--- src/rtl/ycbcr_422_packer_pkg.sv ---
// Shared types for the 4:4:4 -> 4:2:2 YCbCr packer.
// Holds the pixel struct, output word type, FSM state encoding and default component width.
package ycbcr_pkg;

    localparam int unsigned DATA_W_DEFAULT = 8;

    typedef struct packed {
        logic [DATA_W_DEFAULT-1:0] y;
        logic [DATA_W_DEFAULT-1:0] cb;
        logic [DATA_W_DEFAULT-1:0] cr;
    } ycbcr_t;

    typedef logic [2*DATA_W_DEFAULT-1:0] packed_word_t;

    typedef enum logic {
        S_EVEN = 1'b0,
        S_ODD  = 1'b1
    } state_t;

endpackage

--- src/rtl/ycbcr_422_packer_if.sv ---
// Pixel-in / packed-word-out stream bundle for ycbcr_422_packer.
// The slave modport is the packer's view; the master modport is the driving side.
interface ycbcr_422_packer_if #(
    parameter int unsigned DATA_W = ycbcr_pkg::DATA_W_DEFAULT
);
    logic                in_valid;
    logic                in_ready;
    logic [DATA_W-1:0]   in_y;
    logic [DATA_W-1:0]   in_cb;
    logic [DATA_W-1:0]   in_cr;
    logic                in_sol;
    logic                in_eol;
    logic                out_valid;
    logic                out_ready;
    logic [2*DATA_W-1:0] out_data;
    logic                out_sol;
    logic                out_eol;

    modport master (
        output in_valid, in_y, in_cb, in_cr, in_sol, in_eol, out_ready,
        input  in_ready, out_valid, out_data, out_sol, out_eol
    );

    modport slave (
        input  in_valid, in_y, in_cb, in_cr, in_sol, in_eol, out_ready,
        output in_ready, out_valid, out_data, out_sol, out_eol
    );
endinterface

--- src/rtl/ycbcr_422_packer_chroma_avg.sv ---
// Chroma reduction for one component pair: rounded average when CHROMA_AVG_EN is
// defined, otherwise co-sited decimation (first sample kept, second ignored).
module ycbcr_chroma_avg #(
    parameter int unsigned DATA_W = 8
) (
    input  logic [DATA_W-1:0] c0,
    input  logic [DATA_W-1:0] c1,
    output logic [DATA_W-1:0] c_out
);
`ifdef CHROMA_AVG_EN
    logic [DATA_W:0] sum;

    always_comb begin
        sum   = {1'b0, c0} + {1'b0, c1} + {{DATA_W{1'b0}}, 1'b1};
        c_out = sum[DATA_W:1];
    end
`else
    logic unused_c1;

    always_comb begin
        c_out     = c0;
        unused_c1 = ^c1;
    end
`endif
endmodule

--- src/rtl/ycbcr_422_packer.sv ---
// Packs 4:4:4 YCbCr pixels into a 4:2:2 word stream {Y0,Cb'},{Y1,Cr'} with sol/eol
// carried through and odd lines padded. Chroma averaging selected by CHROMA_AVG_EN.
module ycbcr_422_packer
    import ycbcr_pkg::*;
#(
    parameter int unsigned DATA_W = DATA_W_DEFAULT
) (
    input  logic                  clk,
    input  logic                  rst,
    ycbcr_422_packer_if.slave     bus
);
    state_t              state_q, state_d;
    logic [DATA_W-1:0]   p0_y_q, p0_y_d, p0_cb_q, p0_cb_d, p0_cr_q, p0_cr_d;
    logic                p0_sol_q, p0_sol_d;
    logic                out_valid_q, out_valid_d;
    logic [2*DATA_W-1:0] out_data_q, out_data_d;
    logic                out_sol_q, out_sol_d, out_eol_q, out_eol_d;
    logic                pend_valid_q, pend_valid_d;
    logic [2*DATA_W-1:0] pend_data_q, pend_data_d;
    logic                pend_eol_q, pend_eol_d;

    logic                in_ready, accept, pop, buf_room, from_in, a_sol;
    logic [DATA_W-1:0]   a_y, a_cb, a_cr, cb_out, cr_out;

    // P0 comes from the input itself for odd-line padding and for a sol restart mid-pair.
    always_comb begin
        buf_room = !out_valid_q || (bus.out_ready && !pend_valid_q);
        if (!rst)                                 in_ready = 1'b0;
        else if (state_q == S_EVEN && !bus.in_eol) in_ready = 1'b1;
        else                                      in_ready = buf_room;
        accept  = bus.in_valid && in_ready;
        pop     = out_valid_q && bus.out_ready;
        from_in = (state_q == S_EVEN) || bus.in_sol;
        a_y     = from_in ? bus.in_y   : p0_y_q;
        a_cb    = from_in ? bus.in_cb  : p0_cb_q;
        a_cr    = from_in ? bus.in_cr  : p0_cr_q;
        a_sol   = from_in ? bus.in_sol : p0_sol_q;
    end

    ycbcr_chroma_avg #(.DATA_W(DATA_W)) u_cb_avg (.c0(a_cb), .c1(bus.in_cb), .c_out(cb_out));
    ycbcr_chroma_avg #(.DATA_W(DATA_W)) u_cr_avg (.c0(a_cr), .c1(bus.in_cr), .c_out(cr_out));

    always_comb begin
        state_d      = state_q;
        p0_y_d       = p0_y_q;
        p0_cb_d      = p0_cb_q;
        p0_cr_d      = p0_cr_q;
        p0_sol_d     = p0_sol_q;
        out_valid_d  = out_valid_q;
        out_data_d   = out_data_q;
        out_sol_d    = out_sol_q;
        out_eol_d    = out_eol_q;
        pend_valid_d = pend_valid_q;
        pend_data_d  = pend_data_q;
        pend_eol_d   = pend_eol_q;

        if (pop) begin
            out_valid_d  = pend_valid_q;
            pend_valid_d = 1'b0;
            if (pend_valid_q) begin
                out_data_d = pend_data_q;
                out_sol_d  = 1'b0;
                out_eol_d  = pend_eol_q;
            end
        end

        // A pair load overrides the pop move; buf_room guarantees nothing is lost.
        if (accept) begin
            if (from_in && !bus.in_eol) begin
                p0_y_d   = bus.in_y;
                p0_cb_d  = bus.in_cb;
                p0_cr_d  = bus.in_cr;
                p0_sol_d = bus.in_sol;
                state_d  = S_ODD;
            end else begin
                out_valid_d  = 1'b1;
                out_data_d   = {a_y, cb_out};
                out_sol_d    = a_sol;
                out_eol_d    = 1'b0;
                pend_valid_d = 1'b1;
                pend_data_d  = {bus.in_y, cr_out};
                pend_eol_d   = bus.in_eol;
                state_d      = S_EVEN;
            end
        end
    end

    always_ff @(posedge clk) begin
        if (!rst) begin
            state_q      <= S_EVEN;
            p0_y_q       <= '0;
            p0_cb_q      <= '0;
            p0_cr_q      <= '0;
            p0_sol_q     <= 1'b0;
            out_valid_q  <= 1'b0;
            out_data_q   <= '0;
            out_sol_q    <= 1'b0;
            out_eol_q    <= 1'b0;
            pend_valid_q <= 1'b0;
            pend_data_q  <= '0;
            pend_eol_q   <= 1'b0;
        end else begin
            state_q      <= state_d;
            p0_y_q       <= p0_y_d;
            p0_cb_q      <= p0_cb_d;
            p0_cr_q      <= p0_cr_d;
            p0_sol_q     <= p0_sol_d;
            out_valid_q  <= out_valid_d;
            out_data_q   <= out_data_d;
            out_sol_q    <= out_sol_d;
            out_eol_q    <= out_eol_d;
            pend_valid_q <= pend_valid_d;
            pend_data_q  <= pend_data_d;
            pend_eol_q   <= pend_eol_d;
        end
    end

    always_comb begin
        bus.in_ready  = in_ready;
        bus.out_valid = out_valid_q;
        bus.out_data  = out_data_q;
        bus.out_sol   = out_sol_q;
        bus.out_eol   = out_eol_q;
    end
endmodule

--- src/flat_wrapper.sv ---
// flat-port wrapper written by rule: the top's interface ports become plain ports
module ycbcr_422_packer_flat import ycbcr_pkg::*;
#(
    parameter int unsigned DATA_W = DATA_W_DEFAULT
)
  (clk, rst, bus_in_valid, bus_in_y, bus_in_cb, bus_in_cr, bus_in_sol, bus_in_eol, bus_out_ready, bus_in_ready, bus_out_valid, bus_out_data, bus_out_sol, bus_out_eol);
  ycbcr_422_packer_if #(.DATA_W(DATA_W)) bus_i ();
  input  logic clk;
  input  logic rst;
  input wire logic [$bits(bus_i.in_valid)-1:0] bus_in_valid;
  input wire logic [$bits(bus_i.in_y)-1:0] bus_in_y;
  input wire logic [$bits(bus_i.in_cb)-1:0] bus_in_cb;
  input wire logic [$bits(bus_i.in_cr)-1:0] bus_in_cr;
  input wire logic [$bits(bus_i.in_sol)-1:0] bus_in_sol;
  input wire logic [$bits(bus_i.in_eol)-1:0] bus_in_eol;
  input wire logic [$bits(bus_i.out_ready)-1:0] bus_out_ready;
  output wire logic [$bits(bus_i.in_ready)-1:0] bus_in_ready;
  output wire logic [$bits(bus_i.out_valid)-1:0] bus_out_valid;
  output wire logic [$bits(bus_i.out_data)-1:0] bus_out_data;
  output wire logic [$bits(bus_i.out_sol)-1:0] bus_out_sol;
  output wire logic [$bits(bus_i.out_eol)-1:0] bus_out_eol;
  assign bus_i.in_valid = bus_in_valid;
  assign bus_i.in_y = bus_in_y;
  assign bus_i.in_cb = bus_in_cb;
  assign bus_i.in_cr = bus_in_cr;
  assign bus_i.in_sol = bus_in_sol;
  assign bus_i.in_eol = bus_in_eol;
  assign bus_i.out_ready = bus_out_ready;
  assign bus_in_ready = bus_i.in_ready;
  assign bus_out_valid = bus_i.out_valid;
  assign bus_out_data = bus_i.out_data;
  assign bus_out_sol = bus_i.out_sol;
  assign bus_out_eol = bus_i.out_eol;
  ycbcr_422_packer #(.DATA_W(DATA_W)) u_core (.clk(clk), .rst(rst), .bus(bus_i));
endmodule
--- config.mk ---
export PLATFORM = sky130hd
export DESIGN_NAME = ycbcr_422_packer_flat
export DESIGN_NICKNAME = d
export VERILOG_FILES = /design/src/rtl/ycbcr_422_packer_pkg.sv /design/src/rtl/ycbcr_422_packer_if.sv /design/src/rtl/ycbcr_422_packer_chroma_avg.sv /design/src/rtl/ycbcr_422_packer.sv /design/src/flat_wrapper.sv
export SDC_FILE = /design/constraint.sdc
export NUM_CORES = 1
export LEC_CHECK = 0
export CAP_MARGIN = 20
export CELL_PAD_IN_SITES_DETAIL_PLACEMENT = 1
export CELL_PAD_IN_SITES_GLOBAL_PLACEMENT = 1
export CORE_MARGIN = 2
export CORE_UTILIZATION = 31
export CTS_BUF_LIST = sky130_fd_sc_hd__clkbuf_16
export DETAILED_ROUTE_END_ITERATION = 10
export PLACE_DENSITY_LB_ADDON = 0.1
export SLEW_MARGIN = 15
export SYNTH_ARGS = -nofsm -noshare
export SYNTH_HDL_FRONTEND = slang
export SYNTH_SLANG_ARGS = --single-unit
--- constraint.sdc ---
create_clock -name clk -period 1.5 [get_ports clk]
set_clock_uncertainty 0.05 [all_clocks]
set_input_delay 0.3 -clock clk [delete_from_list [all_inputs] [get_ports clk]]
set_output_delay 0.3 -clock clk [all_outputs]
set_load 0.02 [all_outputs]
==> run metrics <==
pin count of the biggest net entering global routing=62; final slew viol count=0; CTS tree=done; CTS Root Cell=clkbuf_16; dpl hpwl=5.46 mm; fin nets=437; core outline area=0.00915 sq mm; routed wire length=11.1 mm; startpoint types=register; first-pass GRT wire length=16.6 mm; synth warn=0; Rows=35; stages on the worst setup path=9; Slew @ Worst Pin=859 ps; period utilisation layout=107%; total grt overflow=0; FF+latch count, synth=63; Worst-Skew Late Latency=320 ps; initial DRC count=74; max-cap viol count=0; post-synthesis net count=343; overall global routing resource usage=21.5%; slew margin rel.=42.7%; top_reg_cell synth=dfxtp_1; number of CTS-inserted buffers=9; largest area contributor in the netlist=dfxtp_1; most frequent cells in the layout=dfxtp_1, buf_4, o21ai_2, mux2i_1, a21oi_1; critical path class=register to register; Largest stage delay, worst path=330 ps; GP Congestion=0.745; WP buf/inv=5; Ports=50; Final WS setup=-110 ps; DIE WIDTH=101 microns; critical path arrival=1800 ps; CP delay by family, top=buffers and inverters; Routed wire per std cell=21.2 microns; Critical Path RT=1700 ps; status=complete, but fails checks; H-tree Lvls=3; worst slack, placed=-689 ps; Post-synth EDFFs=0; number of diodes=0; post-synth cell types=30; Core Util, Final=54.2%; Worst Hold Class=register to register; ys async rst share=0%; Pwr Density=933 mW/mm^2; drc violations=0; clk slew on worst S/H paths=50 ps; vias in the first global route=3046; failing checks=setup timing; Pre-antenna DRT Iters=4; final hold violation count=0; sequential area share after synthesis=43.6%; commonest non-fill, non-tap cell in the layout=dfxtp_1; Tmin final=1610 ps; Hold Path Stages=2; DR vias=2866; initial antenna violation count=0; Worst setup EP type=register; Port Buffers=49; VDD IR max=0.508 mV; Synth top area share=43.6%; layout cells sized above 1=50.2%; critical path, cell by cell=buf_6 > nand2b_4 > buf_6 > nor2b_4 > buf_6 > buf_12 > buf_6 > nand3_4 > a21oi_2; CTS sink count=63; ANT nets after route=0; CTS Hold Buffers Added=0; Post-Syn Area per Cell=9.24 sq um; Worst Path Max Fanout=7; Critical Path Slowest Stage Cell=dfxtp_2; Max Root-Sink Buffers=2; RSZ-0062 raised after global routing=true; fillers=957; die area=0.0101 sq mm; final setup fails=60; Leak=1.97 nW; Post-Syn Area=0.00289 sq mm; drt via density=5.48; Die Span Y=101 microns; R2R cell count=9; Synth Instances=313; f_max=0.621 GHz; synth top area cells=dfxtp_1, mux2i_1, a21oi_1; cell repeated most along the worst path=buf_6; area growth from synthesis to layout=71.7%; Initial Util=31.6%
metal layers:
metal	up-vias	wire length, microns	track usage, %
li1	1356	-	-
met1	1435	4980	28.1
met2	54	5600	36.5
met3	21	270	3.26
met4	0	248	6.85
met5	-	0	0
through the flow:
stage / cells / hold WS, ps / area, sq um / setup TNS (ps) / power, mW
2_1_floorplan: 313 / 368 / 2900 / 0 / 2.16
3_3_place_gp: 480 / 408 / 3720 / -29520 / 2.48
3_5_place_dp: 480 / 419 / 3720 / -32310 / 2.49
4_1_cts: 523 / 408 / 4710 / -5880 / 4.57
5_1_grt: 523 / 433 / 4960 / -7040 / 4.81
6_report: 523 / 413 / 4960 / -3660 / 4.63
worst reg2reg max path, cell delays in order (launching register included):
cell and delay (ps):
dfxtp_2 330, buf_6 110, nand2b_4 90, buf_6 100
nor2b_4 210, buf_6 150, buf_12 140, buf_6 120
nand3_4 70, a21oi_2 160
state kept, by name, indices dropped and copies added (netlist names):
signal	cells
u_core.pend_data_q	16
u_core.state_q	1
u_core.bus.out_eol	1
u_core.pend_valid_q	1
u_core.p0_cr_q	8
u_core.p0_y_q	8
u_core.bus.out_data	16
u_core.pend_eol_q	1
u_core.p0_sol_q	1
u_core.p0_cb_q	8
u_core.bus.out_valid	1
u_core.bus.out_sol	1
worst paths after layout:
check        slack (ps)                    from                     end
max                -110          u_core.state_q       u_core.p0_cr_q[3]
min                 410  u_core.pend_data_q[15]  u_core.pend_data_q[15]
max reg2reg        -110          u_core.state_q       u_core.p0_cr_q[3]
min reg2reg         410  u_core.pend_data_q[15]  u_core.pend_data_q[15]
cell usage after synthesis (2+ instances only):
| master | n |
|---|---|
| buf_2 | 11 |
| dfxtp_1 | 63 |
| mux2i_1 | 26 |
| nor2_1 | 3 |
| nand2b_1 | 2 |
| nand2_1 | 2 |
| nor3_1 | 17 |
| nand3_1 | 34 |
| a21oi_1 | 43 |
| buf_4 | 10 |
| inv_1 | 2 |
| mux2_2 | 16 |
| o21ai_0 | 35 |
| a211oi_2 | 3 |
| a211oi_1 | 22 |
| clkbuf_1 | 8 |
| clkbuf_2 | 3 |
kinds of logic after synthesis:
family,count (synthesis),share of synthesized area [%]
AOI/OAI and AO/OA,109,22.9
buffers and inverters,36,6.84
DFF,63,43.6
muxes,42,15.2
and+or+nand+nor,63,11.4
power by group:
group / internal [mW] / switching (mW) / total [mW]
clock network: 1.09 / 0.759 / 1.84
registers: 1.75 / 0.0492 / 1.80
logic: 0.470 / 0.515 / 0.985
cell type report:
cell class              count  area [sq um]  share of cell area, %
clock buffers               9           225                   4.54
clock inverters             7          31.3                  0.630
inverters                   3          11.3                  0.227
multi-input cells         215          2010                   40.5
flip-flops and latches     63          1270                   25.5
well taps                 111           139                   2.80
repair buffers            115          1280                   25.8
what timing repair did:
item                                    CTS  global route
gates resized for setup                 146            81
pin swaps                                26            32
buffers inserted                         17             8
endpoints found under the setup margin   82            63
cloned                                   12             1
(Power assumes the default switching activity.)
